**config.mk**
```make
export PLATFORM = sky130hd
export DESIGN_NAME = bus_arbiter
export DESIGN_NICKNAME = d
export VERILOG_FILES = /design/src/rtl/bus_arbiter.sv
export SDC_FILE = /design/constraint.sdc
export NUM_CORES = 1
export LEC_CHECK = 0
export CELL_PAD_IN_SITES_DETAIL_PLACEMENT = 1
export CELL_PAD_IN_SITES_GLOBAL_PLACEMENT = 1
export CORE_ASPECT_RATIO = 1.25
export CORE_MARGIN = 3
export CORE_UTILIZATION = 41
export DETAILED_ROUTE_END_ITERATION = 10
export PLACE_DENSITY = 0.89
export RECOVER_POWER = 50
export SYNTH_ARGS = -nofsm -noshare
export SYNTH_HDL_FRONTEND = slang
export SYNTH_SLANG_ARGS = --single-unit
```
**constraint.sdc**
```tcl
create_clock -name clk -period 2.25 [get_ports clk]
set_input_delay 0.45 -clock clk [delete_from_list [all_inputs] [get_ports clk]]
set_output_delay 0.45 -clock clk [all_outputs]
set_load 0.1 [all_outputs]
```
**src/rtl/bus_arbiter.sv**
```systemverilog
// ---------------------------------------------------------------------------
// bus_arbiter
//   Round-robin arbiter for MASTER_CH (fixed at 4) bus masters with
//   release-driven handover, hold-time preemption and an atomic Lock
//   qualifier.
//
// Parameters
//   MASTER_CH  number of masters (4, so Owner is 2 bits)
//   MAX_HOLD   owned cycles before preemption, 0 disables (0..255)
//
// Ports
//   clk      rising-edge clock
//   reset_   asynchronous active-low reset
//   Req      per-master level request, held for the whole transfer
//   Lock     current owner asks not to be preempted
//   Grant    registered one-hot grant, or all-zero
//   Owner    registered index of the granted master, sticky when idle
//   BusBusy  registered, high exactly when Grant is nonzero
//   Preempt  registered one-cycle pulse on a forced ownership change
// ---------------------------------------------------------------------------
module bus_arbiter #(
    parameter int MASTER_CH = 4,
    parameter int MAX_HOLD  = 16
) (
    input  logic                         clk,
    input  logic                         reset_,
    input  logic [MASTER_CH-1:0]         Req,
    input  logic                         Lock,
    output logic [MASTER_CH-1:0]         Grant,
    output logic [$clog2(MASTER_CH)-1:0] Owner,
    output logic                         BusBusy,
    output logic                         Preempt
);

    localparam int       OW         = $clog2(MASTER_CH);
    localparam bit       PREEMPT_EN = (MAX_HOLD != 0);
    localparam bit [7:0] HOLD_LIM   = 8'(MAX_HOLD - 1);

    typedef enum logic {
        IDLE,
        OWNED
    } state_t;

    state_t               state_q;
    logic [MASTER_CH-1:0] grant_q;
    logic [OW-1:0]        owner_q;
    logic [OW-1:0]        last_q;
    logic [7:0]           hold_q;
    logic                 busy_q;
    logic                 preempt_q;

    // Arbitration result for this cycle
    logic [MASTER_CH-1:0] cand;
    logic [MASTER_CH-1:0] win_oh;
    logic [OW-1:0]        win;
    logic [OW-1:0]        idx;
    logic                 found;
    logic                 preempt_cond;

    // While owned, the owner is excluded: the result is only used on
    // release or preemption, both of which must pick someone else.
    // The search starts at last_q+1; last_q equals owner_q while owned.
    always_comb begin
        cand = Req;
        if (state_q == OWNED) begin
            cand[owner_q] = 1'b0;
        end
        found  = 1'b0;
        win    = '0;
        idx    = '0;
        win_oh = '0;
        for (int unsigned i = 1; i <= MASTER_CH; i++) begin
            idx = last_q + OW'(i);
            if (!found && cand[idx]) begin
                found = 1'b1;
                win   = idx;
            end
        end
        if (found) begin
            win_oh[win] = 1'b1;
        end
    end

    // >= rather than == so that a limit reached while alone (or locked)
    // still preempts as soon as a competitor shows up or Lock drops.
    assign preempt_cond = PREEMPT_EN && (hold_q >= HOLD_LIM) && !Lock;

    always_ff @(posedge clk or negedge reset_) begin
        if (!reset_) begin
            state_q   <= IDLE;
            grant_q   <= '0;
            owner_q   <= '0;
            last_q    <= OW'(MASTER_CH - 1);
            hold_q    <= '0;
            busy_q    <= 1'b0;
            preempt_q <= 1'b0;
        end else begin
            preempt_q <= 1'b0;
            case (state_q)
                IDLE: begin
                    if (found) begin
                        state_q <= OWNED;
                        grant_q <= win_oh;
                        owner_q <= win;
                        last_q  <= win;
                        hold_q  <= '0;
                        busy_q  <= 1'b1;
                    end else begin
                        grant_q <= '0;
                        busy_q  <= 1'b0;
                    end
                end
                OWNED: begin
                    if (!Req[owner_q]) begin
                        // Release wins over any simultaneous preemption
                        if (found) begin
                            grant_q <= win_oh;
                            owner_q <= win;
                            last_q  <= win;
                            hold_q  <= '0;
                        end else begin
                            state_q <= IDLE;
                            grant_q <= '0;
                            busy_q  <= 1'b0;
                        end
                    end else if (preempt_cond && found) begin
                        grant_q   <= win_oh;
                        owner_q   <= win;
                        last_q    <= win;
                        hold_q    <= '0;
                        preempt_q <= 1'b1;
                    end else if (hold_q != 8'hFF) begin
                        hold_q <= hold_q + 8'd1;
                    end
                end
                default: begin
                    state_q <= IDLE;
                    grant_q <= '0;
                    busy_q  <= 1'b0;
                end
            endcase
        end
    end

    assign Grant   = grant_q;
    assign Owner   = owner_q;
    assign BusBusy = busy_q;
    assign Preempt = preempt_q;

endmodule
```
* Word level (Yosys, flattened, before mapping) *
Index checks and enable logic that the tools add are counted.

storage, ports and cells
  bits in registers = 19
  input bits = 7
  output and inout bits = 8

operators by class
  add/sub/neg operators = 4
  order comparisons = 9
  eq/ne operators = 5
  mux-type cells = 49
  bitwise operators = 3
  reductions and logical operators = 12

operators by type and width
  kind                                                        number
  2-to-1 mux 8 bit                                            4
  2-to-1 mux 4 bit                                            5
  less-than comparator 2 x 3 -> 1 bit, second input constant  6
  2-to-1 mux 1 bit                                            18
  2-to-1 mux 2 bit                                            9
  one-hot mux 8 bit (2 select lines)                          1
  binary-select mux 1 bit (select 2 bit)                      5
  adder 8 x 1 -> 8 bit, second input constant                 1
  >= comparator 8 x 4 -> 1 bit, second input constant         1
  != test 8 bit, second input constant                        1
  one-hot mux 2 bit (2 select lines)                          2
  one-hot mux 4 bit (2 select lines)                          1
  logical AND 1 bit                                           7
  adder 2 bit, second input constant                          2
  AND 4 bit                                                   1
  demux 1 bit (select 2 bit)                                  2
  >= comparator 2 x 1 -> 1 bit, second input constant         2
  logical NOT 1 bit                                           4
  != test 2 bit, second input constant                        2
  != test 4 x 2 -> 1 bit, second input constant               1
  inverter 4 bit                                              1
  one-hot mux 1 bit (2 select lines)                          2
  != test 3 x 2 -> 1 bit, second input constant               1
  adder 2 x 1 -> 2 bit, second input constant                 1
  2 further kinds                                             2

* Longest topological paths before layout *
  depth after elaboration = 27
  mapped depth = 8
  depth with buffers taken out = 7

* Worst setup path after synthesis *
No wires, ideal clock.

  path kind = register -> register
  start point = reg owner_q[0] (netlist: Owner[0])
  end point = reg hold_q[7]
  library setup time = 0.121 ns
  arrival = 2.474 ns
  required time = 2.129 ns
  setup slack = -0.345 ns
  cell stages (with the launch flop) = 8
  path buffers = 1
  period minus slack after synthesis = 2.595 ns
  cell sequence = dfrtp_1 -> buf_6 -> mux4_2 -> nand2_2 -> o22ai_1 -> and2_1 -> a21o_1 -> a22o_1

between the ends
  longest elaborated chain between the ends = 23
  elaborated cells between the ends (all ways) = 34
  those cells by class = order compare: 2; eq/ne: 1; mux: 21; bitwise: 2; reduce/logical: 8

RTL lines
  what                                                                                                       line  text
  from (decl)                                                                                                46    logic [OW-1:0] owner_q;
  from (signal assigned)                                                                                     104   owner_q <= win;
  from (signal assigned)                                                                                     118   owner_q <= win;
  from (signal assigned)                                                                                     128   owner_q <= win;
  less-than comparator 2 x 3 -> 1 bit (not written as such) or >= comparator 2 x 1 -> 1 bit (tied branches)  66    cand[owner_q] = 1'b0;
  logical AND 1 bit (not written as such)                                                                    66
  2-to-1 mux 1 bit (not written as such)                                                                     66
  demux 1 bit (select 2 bit)                                                                                 66
  inverter 4 bit (no source line)                                                                            n/a
  AND 4 bit (no source line)                                                                                 n/a
  2-to-1 mux 4 bit                                                                                           65    if (state_q == OWNED) begin
  binary-select mux 1 bit (select 2 bit)                                                                     74    if (!found && cand[idx]) begin
  (+7 left out)                                                                                              n/a
  2-to-1 mux 1 bit                                                                                           74
  logical NOT 1 bit                                                                                          74
  logical AND 1 bit                                                                                          74
  2-to-1 mux 1 bit                                                                                           74
  logical AND 1 bit                                                                                          126   end else if (preempt_cond && found) begin
  2-to-1 mux 8 bit                                                                                           126
  2-to-1 mux 8 bit                                                                                           114   if (!Req[owner_q]) begin
  one-hot mux 8 bit (2 select lines)                                                                         99    case (state_q)
  to (signal assigned)                                                                                       133   hold_q <= hold_q + 8'd1;
  to (decl)                                                                                                  48    logic [7:0] hold_q;

Parallel ways exist; a longest one is shown, timed or not. The select of a mux whose other input is x is not followed.
A chain may end at the register's enable or synchronous reset.

* Worst setup path after layout *
  start point = in Req[3]
  end point = reg hold_q[4]

between the ends
  longest elaborated chain between the ends = 18
  elaborated cells between the ends (all ways) = 28
  those cells by class = eq/ne: 1; mux: 19; bitwise: 1; reduce/logical: 7

RTL lines
  what                                    line  text
  from (decl)                             27    input logic [MASTER_CH-1:0] Req,
  AND 4 bit (no source line)              n/a
  2-to-1 mux 4 bit                        65
  binary-select mux 1 bit (select 2 bit)  74
  2-to-1 mux 1 bit (not written as such)  74
  2-to-1 mux 1 bit                        74
  logical NOT 1 bit                       74
  logical AND 1 bit                       74
  2-to-1 mux 1 bit                        74
  (+2 left out)                           n/a
  2-to-1 mux 1 bit                        74
  logical NOT 1 bit                       74
  logical AND 1 bit                       74
  2-to-1 mux 1 bit                        74
  logical AND 1 bit                       126
  2-to-1 mux 8 bit                        126
  2-to-1 mux 8 bit                        114
  one-hot mux 8 bit (2 select lines)      99

Parallel ways exist; a longest one is shown, timed or not. The select of a mux whose other input is x is not followed.

==> flow_metrics.tcl <==
set metrics [dict create \
    pre_cts_slack_ns -0.201 \
    antenna_cells 0 \
    syn_inst 121 \
    cts-root-buf "clkbuf_4" \
    drc 0 \
    hold_viol 0 \
    critPathMaxFanout 10 \
    die_area_um2 3510 \
    dp_hpwl_um 2400 \
    synthTopCellsByArea "dfrtp_1, dfstp_2, nand2_1" \
    fill_cells 297 \
    peakVddDrop_v 0.000712 \
    dp.cells 179 \
    maxSlewViolCount 0 \
    tightest_slew_ns 1.02 \
    dr.pass1.iters 4 \
    crit_path_end_kind "flip-flop" \
    multi_input_area_um2 641 \
    wl_per_cell_um 16.6 \
    p_clk_share_pct 7.3 \
    die_width_um 53.6 \
    power_frac_seq_pct 27.1 \
    row_count 20 \
    syn_avg_cell_area_um2 9.61 \
    synth_ff_type "dfrtp_1" \
    syn-cell-area_um2 1160 \
    clk_transition_reported_paths_ns 0.10 \
    cts_tree "yes" \
    track_usage_pct 20.0 \
    critPathLaunchType "input port" \
    cts_buffers 3 \
    fp.coreArea_um2 2580 \
    synth-edff-count 0 \
    vias_per_cell 5.71 \
    clock_sinks 19 \
    fin_nets 159 \
    setup_ws_ns 0.107 \
    antenna_found_initial 0 \
    vias 1045 \
    worstReg2RegStart "Owner[0]" \
    hold_class "flip-flop to flip-flop" \
    io_buffers 14 \
    clk_latency_ns 0.30 \
    syn_nets 129 \
    drt.antenna.violating_nets 0 \
    cts_resized 0 \
    die_h_um 65.5 \
    maxCapViolations 0 \
    p_leak_uw 0.000635 \
    layout_worst_path_cycle_share_pct 95.2 \
    status "complete, no violations" \
    pin_count 15 \
    postCtsHoldBufs 0 \
    crit_arrival_ns 2.38 \
    setup_viol 0 \
    p_int_uw 1120 \
    globalplace.congestion 0.808 \
    grt_max_degree 20 \
    grt_pass1_vias 1147 \
    synth-seq-cells 19 \
    finalWirelength_um 3040 \
    setup_tns_ns 0 \
    seq_area_um2 483 \
    yosysWarnings 0 \
    overflow 0 \
    synth_cell_types 44 \
    grt_setup_unrepaired "no" \
    min_from "Grant[2]" \
    yosysSeqAreaShare_pct 41.1 \
    power_frac_comb_pct 65.6 \
    powerDensity_nw_per_um2 1660 \
    switching_share_pct 52.8 \
    utilization_pct 55.3 \
    start_util_pct 45.1 \
    p_switching_uw 1250 \
    relSlewSlack_pct 31.8 \
    cts.path.max_buffers 2 \
    htree_levels 1 \
    drt_iter0_markers 21 \
    grt_first_pass_wirelength_um 5100 \
    cts_setup_buffers 0 \
    max_freq_ghz 0.467 \
    critPathLaunch "Req[3]" \
    fin_total_pwr_uw 2370 \
    synth_top_area_cell "dfrtp_1" \
    syn2layout_area_growth_pct 22.6 \
    instances_no_fill 183 \
    async_flop_share_pct 100 \
    cp_data_required_time_ns 2.48 \
    drive_gt1_share_pct 27.3 \
    skew_ns 0.00702 \
    period_minus_slack_ns 2.14 \
    critPathKind "input port to flip-flop" \
    yosys.area.top_type_share_pct 36.6 \
]
==> per-layer routing <==
layer	part of all wire [%]	vias up	global-route usage, %
met5	0	-	0
met3	2.3	10	2.95
met1	40	506	20.2
li1	-	512	-
met2	55	17	37.4
met4	3.2	0	10.5
==> critical path: stages <==
cell and delay (ns):
clkdlybuf4s50_1 0.47, mux2_4 0.31, o22a_4 0.20, or2_1 0.33
a21oi_4 0.30, a41oi_1 0.16, a31oi_1 0.16
==> path summary, 6_finish.rpt <==
path | end | slack (ns) | cells past startpoint
worst max-delay path | hold_q[4] | 0.11 | 7
worst min-delay path | Grant[2] | 0.50 | 2
worst max register to register | hold_q[4] | 0.14 | 6
worst min register to register | Grant[2] | 0.50 | 2
max in group asynchronous | Owner[0] | 0.69 | 2
min in group asynchronous | hold_q[1] | 0.83 | 2
==> power by group through the flow <==
stage                     sequential [uW]  combinational, uW  clock (uW)
after floorplan                       931                852           0
after global placement                638               1500           0
after detailed placement              651               1560           0
after CTS                             644               1580         184
after global routing                  666               1690         199
final                                 642               1560         172
==> logic make-up after synthesis <==
| kind of cell | Yosys count | synth area share (%) |
|---|---|---|
| AO/OA/AOI/OAI | 42 | 27.2 |
| XOR/XNOR | 1 | 0.754 |
| adder cells (fa/ha/maj) | 1 | 1.08 |
| buffers and inverters | 7 | 3.77 |
| flip-flops | 19 | 41.1 |
| multiplexers | 7 | 7.75 |
| AND/OR/NAND/NOR | 44 | 18.3 |
==> state kept, by name, summed over array words and instances, names as in the netlist <==
signal / count
hold_q: 8
Grant: 4
Owner: 2
last_q: 2
BusBusy: 1
Preempt: 1
state_q: 1
==> area by class of cell <==
class | count | share of cell area (%)
tap | 33 | 2.90
clock buffer | 4 | 1.84
multi-input combinational | 95 | 45.0
sequential | 19 | 33.9
inverter | 2 | 0.527
timing repair buffer | 30 | 15.9
==> synthesized netlist by cell type (all sizes together) (2+ instances only) <==
library cell  instances
dfstp                 2
o22ai                 2
nand3                 5
inv                   2
nand4                 2
mux2i                 3
dfrtp                17
a21oi                12
a31oi                 6
o21ai                 4
nand2                15
buf                   4
nor2                  8
a22o                  6
o211ai                2
and3                  2
nand2b                6
mux2                  3
==> cell usage in the layout (no fill, tap or decap), drive strengths merged, types with 3 or more instances in the layout <==
| master | synthesis | final |
|---|---|---|
| buf | 4 | 19 |
| a22o | 6 | 6 |
| o21ai | 4 | 4 |
| nand2 | 15 | 15 |
| dfrtp | 17 | 17 |
| nand3 | 5 | 5 |
| clkdlybuf4s50 | 0 | 5 |
| nor2 | 8 | 8 |
| mux2 | 3 | 3 |
| mux2i | 3 | 3 |
| a31oi | 6 | 6 |
| nand2b | 6 | 6 |
| clkbuf | 1 | 9 |
| a21oi | 12 | 12 |
==> stage by stage <==
| stage | hold WS [ns] | instance area [um^2] |
|---|---|---|
| detailed placement | 0.485 | 1410 |
| floorplan | 0.154 | 1170 |
| finish | 0.505 | 1430 |
| CTS | 0.472 | 1440 |
| global placement | 0.467 | 1410 |
| global route | 0.536 | 1430 |
(Power assumes the default switching activity.)
